`src/rtl/eight_twenty_gearbox_if.sv`:
```
// Purpose : handshake/bus bundle for eight_twenty_gearbox.
//           The pack channel takes 8-word beats and delivers 20-word beats.
//           The unpack channel takes 20-word beats and delivers 8-word beats.
// Ports   : pack_din/_valid/_ready     8-word input beat and its handshake
//           pack_dout/_valid/_ready    20-word output beat and its handshake
//           unpack_din/_valid/_ready   20-word input beat and its handshake
//           unpack_dout/_valid/_ready  8-word output beat and its handshake
// Modports: slave  - the gearbox side
//           master - the environment side (sources din, sinks dout)
interface eight_twenty_gearbox_if #(
    parameter int unsigned WORD_LEN = 16
);
    logic [8*WORD_LEN-1:0]  pack_din;
    logic                   pack_din_valid;
    logic                   pack_din_ready;
    logic [20*WORD_LEN-1:0] pack_dout;
    logic                   pack_dout_valid;
    logic                   pack_dout_ready;

    logic [20*WORD_LEN-1:0] unpack_din;
    logic                   unpack_din_valid;
    logic                   unpack_din_ready;
    logic [8*WORD_LEN-1:0]  unpack_dout;
    logic                   unpack_dout_valid;
    logic                   unpack_dout_ready;

    modport slave (
        input  pack_din, pack_din_valid, pack_dout_ready,
        input  unpack_din, unpack_din_valid, unpack_dout_ready,
        output pack_din_ready, pack_dout, pack_dout_valid,
        output unpack_din_ready, unpack_dout, unpack_dout_valid
    );

    modport master (
        output pack_din, pack_din_valid, pack_dout_ready,
        output unpack_din, unpack_din_valid, unpack_dout_ready,
        input  pack_din_ready, pack_dout, pack_dout_valid,
        input  unpack_din_ready, unpack_dout, unpack_dout_valid
    );
endinterface

```
`src/rtl/eight_twenty_gearbox.sv`:
```
// Purpose : dual-direction 8 <-> 20 word gearbox. Two independent channels,
//           each a 24-word shift buffer with a fill count; word 0 (LSBs) is
//           the oldest word and the word stream is preserved exactly.
// Ports   : clk         rising-edge clock
//           arst        asynchronous active-high reset (counts and buffers to 0)
//           bus         eight_twenty_gearbox_if.slave (pack + unpack handshakes)
//           pack_fill   [4:0] pack fill count   (only with EIGHT_TWENTY_GEARBOX_FILL_EN)
//           unpack_fill [4:0] unpack fill count (only with EIGHT_TWENTY_GEARBOX_FILL_EN)
// Options : define EIGHT_TWENTY_GEARBOX_FILL_EN to expose the fill counts.

// One gearbox direction: pop removes OUT_WORDS from the bottom, push appends
// IN_WORDS at the (post-pop) fill level. Words above the fill level stay zero.
module eight_twenty_gearbox_lane #(
    parameter int unsigned WORD_LEN  = 16,
    parameter int unsigned IN_WORDS  = 8,
    parameter int unsigned OUT_WORDS = 20,
    parameter int unsigned DEPTH     = 24,
    parameter int unsigned CNT_W     = 5
) (
    input  logic                          clk,
    input  logic                          arst,
    input  logic                          push_i,
    input  logic                          pop_i,
    input  logic [IN_WORDS*WORD_LEN-1:0]  din_i,
    output logic [CNT_W-1:0]              cnt_o,
    output logic [OUT_WORDS*WORD_LEN-1:0] dout_o
);
    localparam int unsigned DW = DEPTH * WORD_LEN;
    localparam int unsigned IW = IN_WORDS * WORD_LEN;
    localparam int unsigned OW = OUT_WORDS * WORD_LEN;

    logic [DW-1:0]    buf_q, buf_d;
    logic [DW-1:0]    shifted;
    logic [DW-1:0]    ins_mask;
    logic [DW-1:0]    ins_data;
    logic [CNT_W-1:0] cnt_q, cnt_d;
    logic [CNT_W-1:0] base;

    // Next buffer/count: optional pop-shift first, then append at the new level.
    always_comb begin
        shifted = buf_q;
        base    = cnt_q;
        if (pop_i) begin
            shifted = buf_q >> OW;
            base    = cnt_q - CNT_W'(OUT_WORDS);
        end
        ins_mask = DW'({IW{1'b1}}) << (WORD_LEN * 32'(base));
        ins_data = DW'(din_i) << (WORD_LEN * 32'(base));
        buf_d    = shifted;
        cnt_d    = base;
        if (push_i) begin
            buf_d = (shifted & ~ins_mask) | ins_data;
            cnt_d = base + CNT_W'(IN_WORDS);
        end
    end

    // Buffer and fill count registers.
    always_ff @(posedge clk or posedge arst) begin
        if (arst) begin
            buf_q <= '0;
            cnt_q <= '0;
        end else begin
            buf_q <= buf_d;
            cnt_q <= cnt_d;
        end
    end

    assign cnt_o  = cnt_q;
    assign dout_o = buf_q[OW-1:0];
endmodule

module eight_twenty_gearbox #(
    parameter int unsigned WORD_LEN = 16
) (
    input  logic                   clk,
    input  logic                   arst,
    eight_twenty_gearbox_if.slave  bus
`ifdef EIGHT_TWENTY_GEARBOX_FILL_EN
    ,
    output logic [4:0]             pack_fill,
    output logic [4:0]             unpack_fill
`endif
);
    localparam int unsigned NARROW = 8;
    localparam int unsigned WIDE   = 20;
    localparam int unsigned DEPTH  = 24;
    localparam int unsigned CNT_W  = 5;

    logic [CNT_W-1:0] pc;
    logic [CNT_W-1:0] uc;
    logic             pack_rdy_c, pack_vld_c, pack_push_c, pack_pop_c;
    logic             unpack_rdy_c, unpack_vld_c, unpack_push_c, unpack_pop_c;

    // Ready/valid depend on the fill count only, never on the partner handshake.
    assign pack_rdy_c    = (pc < CNT_W'(WIDE));
    assign pack_vld_c    = (pc >= CNT_W'(WIDE));
    assign pack_push_c   = bus.pack_din_valid & pack_rdy_c;
    assign pack_pop_c    = pack_vld_c & bus.pack_dout_ready;

    assign unpack_rdy_c  = (uc < CNT_W'(NARROW));
    assign unpack_vld_c  = (uc >= CNT_W'(NARROW));
    assign unpack_push_c = bus.unpack_din_valid & unpack_rdy_c;
    assign unpack_pop_c  = unpack_vld_c & bus.unpack_dout_ready;

    assign bus.pack_din_ready    = pack_rdy_c;
    assign bus.pack_dout_valid   = pack_vld_c;
    assign bus.unpack_din_ready  = unpack_rdy_c;
    assign bus.unpack_dout_valid = unpack_vld_c;

    // 8 words in, 20 words out.
    eight_twenty_gearbox_lane #(
        .WORD_LEN (WORD_LEN),
        .IN_WORDS (NARROW),
        .OUT_WORDS(WIDE),
        .DEPTH    (DEPTH),
        .CNT_W    (CNT_W)
    ) u_pack (
        .clk   (clk),
        .arst  (arst),
        .push_i(pack_push_c),
        .pop_i (pack_pop_c),
        .din_i (bus.pack_din),
        .cnt_o (pc),
        .dout_o(bus.pack_dout)
    );

    // 20 words in, 8 words out.
    eight_twenty_gearbox_lane #(
        .WORD_LEN (WORD_LEN),
        .IN_WORDS (WIDE),
        .OUT_WORDS(NARROW),
        .DEPTH    (DEPTH),
        .CNT_W    (CNT_W)
    ) u_unpack (
        .clk   (clk),
        .arst  (arst),
        .push_i(unpack_push_c),
        .pop_i (unpack_pop_c),
        .din_i (bus.unpack_din),
        .cnt_o (uc),
        .dout_o(bus.unpack_dout)
    );

`ifdef EIGHT_TWENTY_GEARBOX_FILL_EN
    // Fill counts come straight from the count registers.
    assign pack_fill   = pc;
    assign unpack_fill = uc;
`endif
endmodule

```
`src/flat_wrapper.sv`:
```
// flat-port wrapper written by rule: the top's interface ports become plain ports
module eight_twenty_gearbox_flat 
#(
    parameter int unsigned WORD_LEN = 16
)
  (clk, arst, bus_pack_din, bus_pack_din_valid, bus_pack_dout_ready, bus_unpack_din, bus_unpack_din_valid, bus_unpack_dout_ready, bus_pack_din_ready, bus_pack_dout, bus_pack_dout_valid, bus_unpack_din_ready, bus_unpack_dout, bus_unpack_dout_valid);
  eight_twenty_gearbox_if #(.WORD_LEN(WORD_LEN)) bus_i ();
  input  logic clk;
  input  logic arst;
  input wire logic [$bits(bus_i.pack_din)-1:0] bus_pack_din;
  input wire logic [$bits(bus_i.pack_din_valid)-1:0] bus_pack_din_valid;
  input wire logic [$bits(bus_i.pack_dout_ready)-1:0] bus_pack_dout_ready;
  input wire logic [$bits(bus_i.unpack_din)-1:0] bus_unpack_din;
  input wire logic [$bits(bus_i.unpack_din_valid)-1:0] bus_unpack_din_valid;
  input wire logic [$bits(bus_i.unpack_dout_ready)-1:0] bus_unpack_dout_ready;
  output wire logic [$bits(bus_i.pack_din_ready)-1:0] bus_pack_din_ready;
  output wire logic [$bits(bus_i.pack_dout)-1:0] bus_pack_dout;
  output wire logic [$bits(bus_i.pack_dout_valid)-1:0] bus_pack_dout_valid;
  output wire logic [$bits(bus_i.unpack_din_ready)-1:0] bus_unpack_din_ready;
  output wire logic [$bits(bus_i.unpack_dout)-1:0] bus_unpack_dout;
  output wire logic [$bits(bus_i.unpack_dout_valid)-1:0] bus_unpack_dout_valid;
  assign bus_i.pack_din = bus_pack_din;
  assign bus_i.pack_din_valid = bus_pack_din_valid;
  assign bus_i.pack_dout_ready = bus_pack_dout_ready;
  assign bus_i.unpack_din = bus_unpack_din;
  assign bus_i.unpack_din_valid = bus_unpack_din_valid;
  assign bus_i.unpack_dout_ready = bus_unpack_dout_ready;
  assign bus_pack_din_ready = bus_i.pack_din_ready;
  assign bus_pack_dout = bus_i.pack_dout;
  assign bus_pack_dout_valid = bus_i.pack_dout_valid;
  assign bus_unpack_din_ready = bus_i.unpack_din_ready;
  assign bus_unpack_dout = bus_i.unpack_dout;
  assign bus_unpack_dout_valid = bus_i.unpack_dout_valid;
  eight_twenty_gearbox #(.WORD_LEN(WORD_LEN)) u_core (.clk(clk), .arst(arst), .bus(bus_i));
endmodule
```
`config.mk`:
```
export PLATFORM = sky130hd
export DESIGN_NAME = eight_twenty_gearbox_flat
export DESIGN_NICKNAME = d
export VERILOG_FILES = /design/src/rtl/eight_twenty_gearbox_if.sv /design/src/rtl/eight_twenty_gearbox.sv /design/src/flat_wrapper.sv
export SDC_FILE = /design/constraint.sdc
export NUM_CORES = 2
export LEC_CHECK = 0
export BUFFER_PORTS_ARGS = -buffer_cell sky130_fd_sc_hd__buf_2
export CORE_AREA = 2 2 351 353
export DETAILED_ROUTE_END_ITERATION = 8
export DIE_AREA = 0 0 353 355
export PLACE_DENSITY = 0.62
export SYNTH_ARGS = -nofsm -noshare
export SYNTH_HDL_FRONTEND = slang
export SYNTH_HIERARCHICAL = 1
export SYNTH_SLANG_ARGS = --single-unit
```
`constraint.sdc`:
```
create_clock -name clk -period 28.6 [get_ports clk]
set_input_delay 4.29 -clock clk [delete_from_list [all_inputs] [get_ports clk]]
set_output_delay 4.29 -clock clk [all_outputs]
set_load 0.005 [all_outputs]
```
==> results.cfg <==
[floorplan]
core_area_um2 = 121000
rows = 128
die_w_um = 353
dieArea_um2 = 125000
ios = 906
start_util_pct = 35.4
die_height_um = 355

[status]
status = finished, final reports clean

[clocking]
hold_buffers = 0
post_cts_resized = 0
h-tree-depth = 3
post_cts_buffers = 0
clkLatencyLatePin_ns = 0.68
clkSinkCount = 774
cts.path.max_buffers = 3
cts_inserted_buffers = 90
root_buffer = clkbuf_16
clkTransAtPathRegs_ns = 0.06
cts_tree = done

[detailed_routing]
drtAntennaViolNets = 0
drt_iter0_drc = 3664
firstDrtPassIters = 6
drt-total-wl_um = 162000
wl_per_cell_um = 26.5
via_per_inst = 5.70
drc_errors = 0
vias = 34732

[final_layout]
multiInputGateArea_um2 = 18800
areaGrowthSynthToFinish_pct = 12.5
nets = 4822
regArea_um2 = 19400
fillCellCount = 11954
final_cell_mix = 905 x buf_2, 773 x dfrtp_1, 524 x mux2i_1
final_cells = 6094
drive_gt1_share_pct = 28.7
final_common_cell = buf_2

[hold_path]
min_path_type = flip-flop to flip-flop
holdCritStartpoint = u_core/u_pack/buf_q[65]$_DFF_PP0_
hold_depth = 2
min_to = u_core/u_pack/buf_q[65]$_DFF_PP0_

[global_route]
antenna_found_initial = 59
grt_usage_pct = 24.7
grt_pass1_wl_um = 236000
gr-total-overflow = 0
grt_pass1_vias = 33916
grt_max_degree = 189

[timing]
slew_headroom_pct = 21.3
rsz0062_at_grt = no
final_hold_viol_count = 0
skew_ns = 0.0610
worstMarginPinSlew_ns = 1.18
finalSetupViolations = 0
tns_ns = 0
fin_crit_ns = 7.39
post-route-period-util_pct = 25.8
clock.fmax_ghz = 0.135
slew_violations = 0
setup_slack_ns = 21.21
fin_hold_ws_ns = 0.471

[setup_path]
cp_common_cell = buf_4
worstSetupEndpointType = flip-flop
arrival_ns = 7.93
slowest_delay_ns = 0.68
cp.required_ns = 29.14
crit_fanout = 61
crit_chain = buf_2 -> nor2b_4 -> buf_4 -> nor2b_2 -> xnor2_4 -> buf_4 -> nand2_2 -> buf_4 -> o221ai_1
worstRegToRegCells = 9
rr_startpoint = u_core/u_unpack/cnt_o[4]$_DFF_PP0_
regToRegSetupSlack_ns = 23.81
worstSetupPathType = input port to flip-flop
reg2reg_to = u_core/u_unpack/buf_q[325]$_DFF_PP0_
worstSetupStartpoint = bus_unpack_dout_ready
startpoint_type = input port
critPathSlowestCell = buf_4

[power]
pwr-share-seq_pct = 31.9
clkPwrFrac_pct = 21.3
worst_ir_drop_vdd_mv = 0.0977
p_per_area_nw_per_um2 = 115
leakagePower_nw = 24.1
p_int_w = 0.00318
p_comb_share_pct = 46.8
p_sw_w = 0.00239
sw_frac_of_total_pct = 42.9

[placement]
post-dp-hpwl_um = 109000
io_buffers = 905
place.gp.congestion = 0.906
dpl_worst_slack_ns = 20.68
dp.cells = 5898

[yosys]
syn-num-nets = 4562
yosys_warnings = 6
avgSynthCellArea_um2 = 10.5
syn_inst = 4105
syn-cell-area_um2 = 42900

[run]
max-cap-violations = 0
[sequential cells by signal (all words and copies together), names as in the netlist]
register and count:
u_core/u_pack/buf_q 384, u_core/u_unpack/buf_q 384, u_core/u_pack/cnt_o 3, u_core/u_unpack/cnt_o 3
[metrics by stage]
step / util (%) / power [W] / cell area [um2]
floorplan: - / 0.00369 / 42900
global placement: 37.2 / 0.00431 / 45200
detailed placement: 37.2 / 0.00436 / 45200
CTS: 39.7 / 0.00556 / 48200
global route: 39.8 / 0.00586 / 48300
finish: 39.8 / 0.00557 / 48300
[worst max-delay path, delay by kind of cell]
| kind | cells | cell delay [ns] |
|---|---|---|
| buffers and inverters | 4 | 1.92 |
| AOI/OAI and AO/OA | 1 | 0.24 |
| xor gates and xnor gates | 1 | 0.14 |
| and+or+nand+nor | 3 | 1.22 |
[cell type report]
type	instances	area share, %
repair buffers	955	10.2
clock buffers	131	5.42
well taps	1625	4.21
multi-input cells	2535	38.9
inverters	9	0.111
flip-flops and latches	774	40.1
clock inverters	33	0.884
diodes	32	0.166
[power groups by stage]
stage                     combinational [W]  sequential [W]  clock [W]
after detailed placement            0.00258         0.00178          0
after CTS                           0.00258         0.00177    0.00121
after global placement              0.00254         0.00177          0
final                               0.00261         0.00178    0.00119
after floorplan                     0.00201         0.00168          0
after global routing                0.00279         0.00182    0.00125
[routing by layer]
layer / global-route usage [%] / wire (um)
met1: 31.7 / 63500
met2: 38.1 / 73000
met3: 6.32 / 15000
met4: 13.6 / 9880
met5: 0 / 166
[worst max-delay path by stage]
| stage | end | slack [ns] | cells after the start |
|---|---|---|---|
| floorplan | u_core/u_pack/buf_q[0]$_DFF_PP0_ | 13.55 | 1 |
| global placement | u_core/u_unpack/buf_q[341]$_DFF_PP0_ | 20.74 | 9 |
| detailed placement | u_core/u_unpack/buf_q[321]$_DFF_PP0_ | 20.68 | 9 |
| CTS | u_core/u_unpack/buf_q[325]$_DFF_PP0_ | 21.39 | 9 |
| global route | u_core/u_unpack/buf_q[336]$_DFF_PP0_ | 21.21 | 9 |
| finish | u_core/u_unpack/buf_q[325]$_DFF_PP0_ | 21.21 | 9 |
No activity file was read; power rests on OpenSTA's default activity.
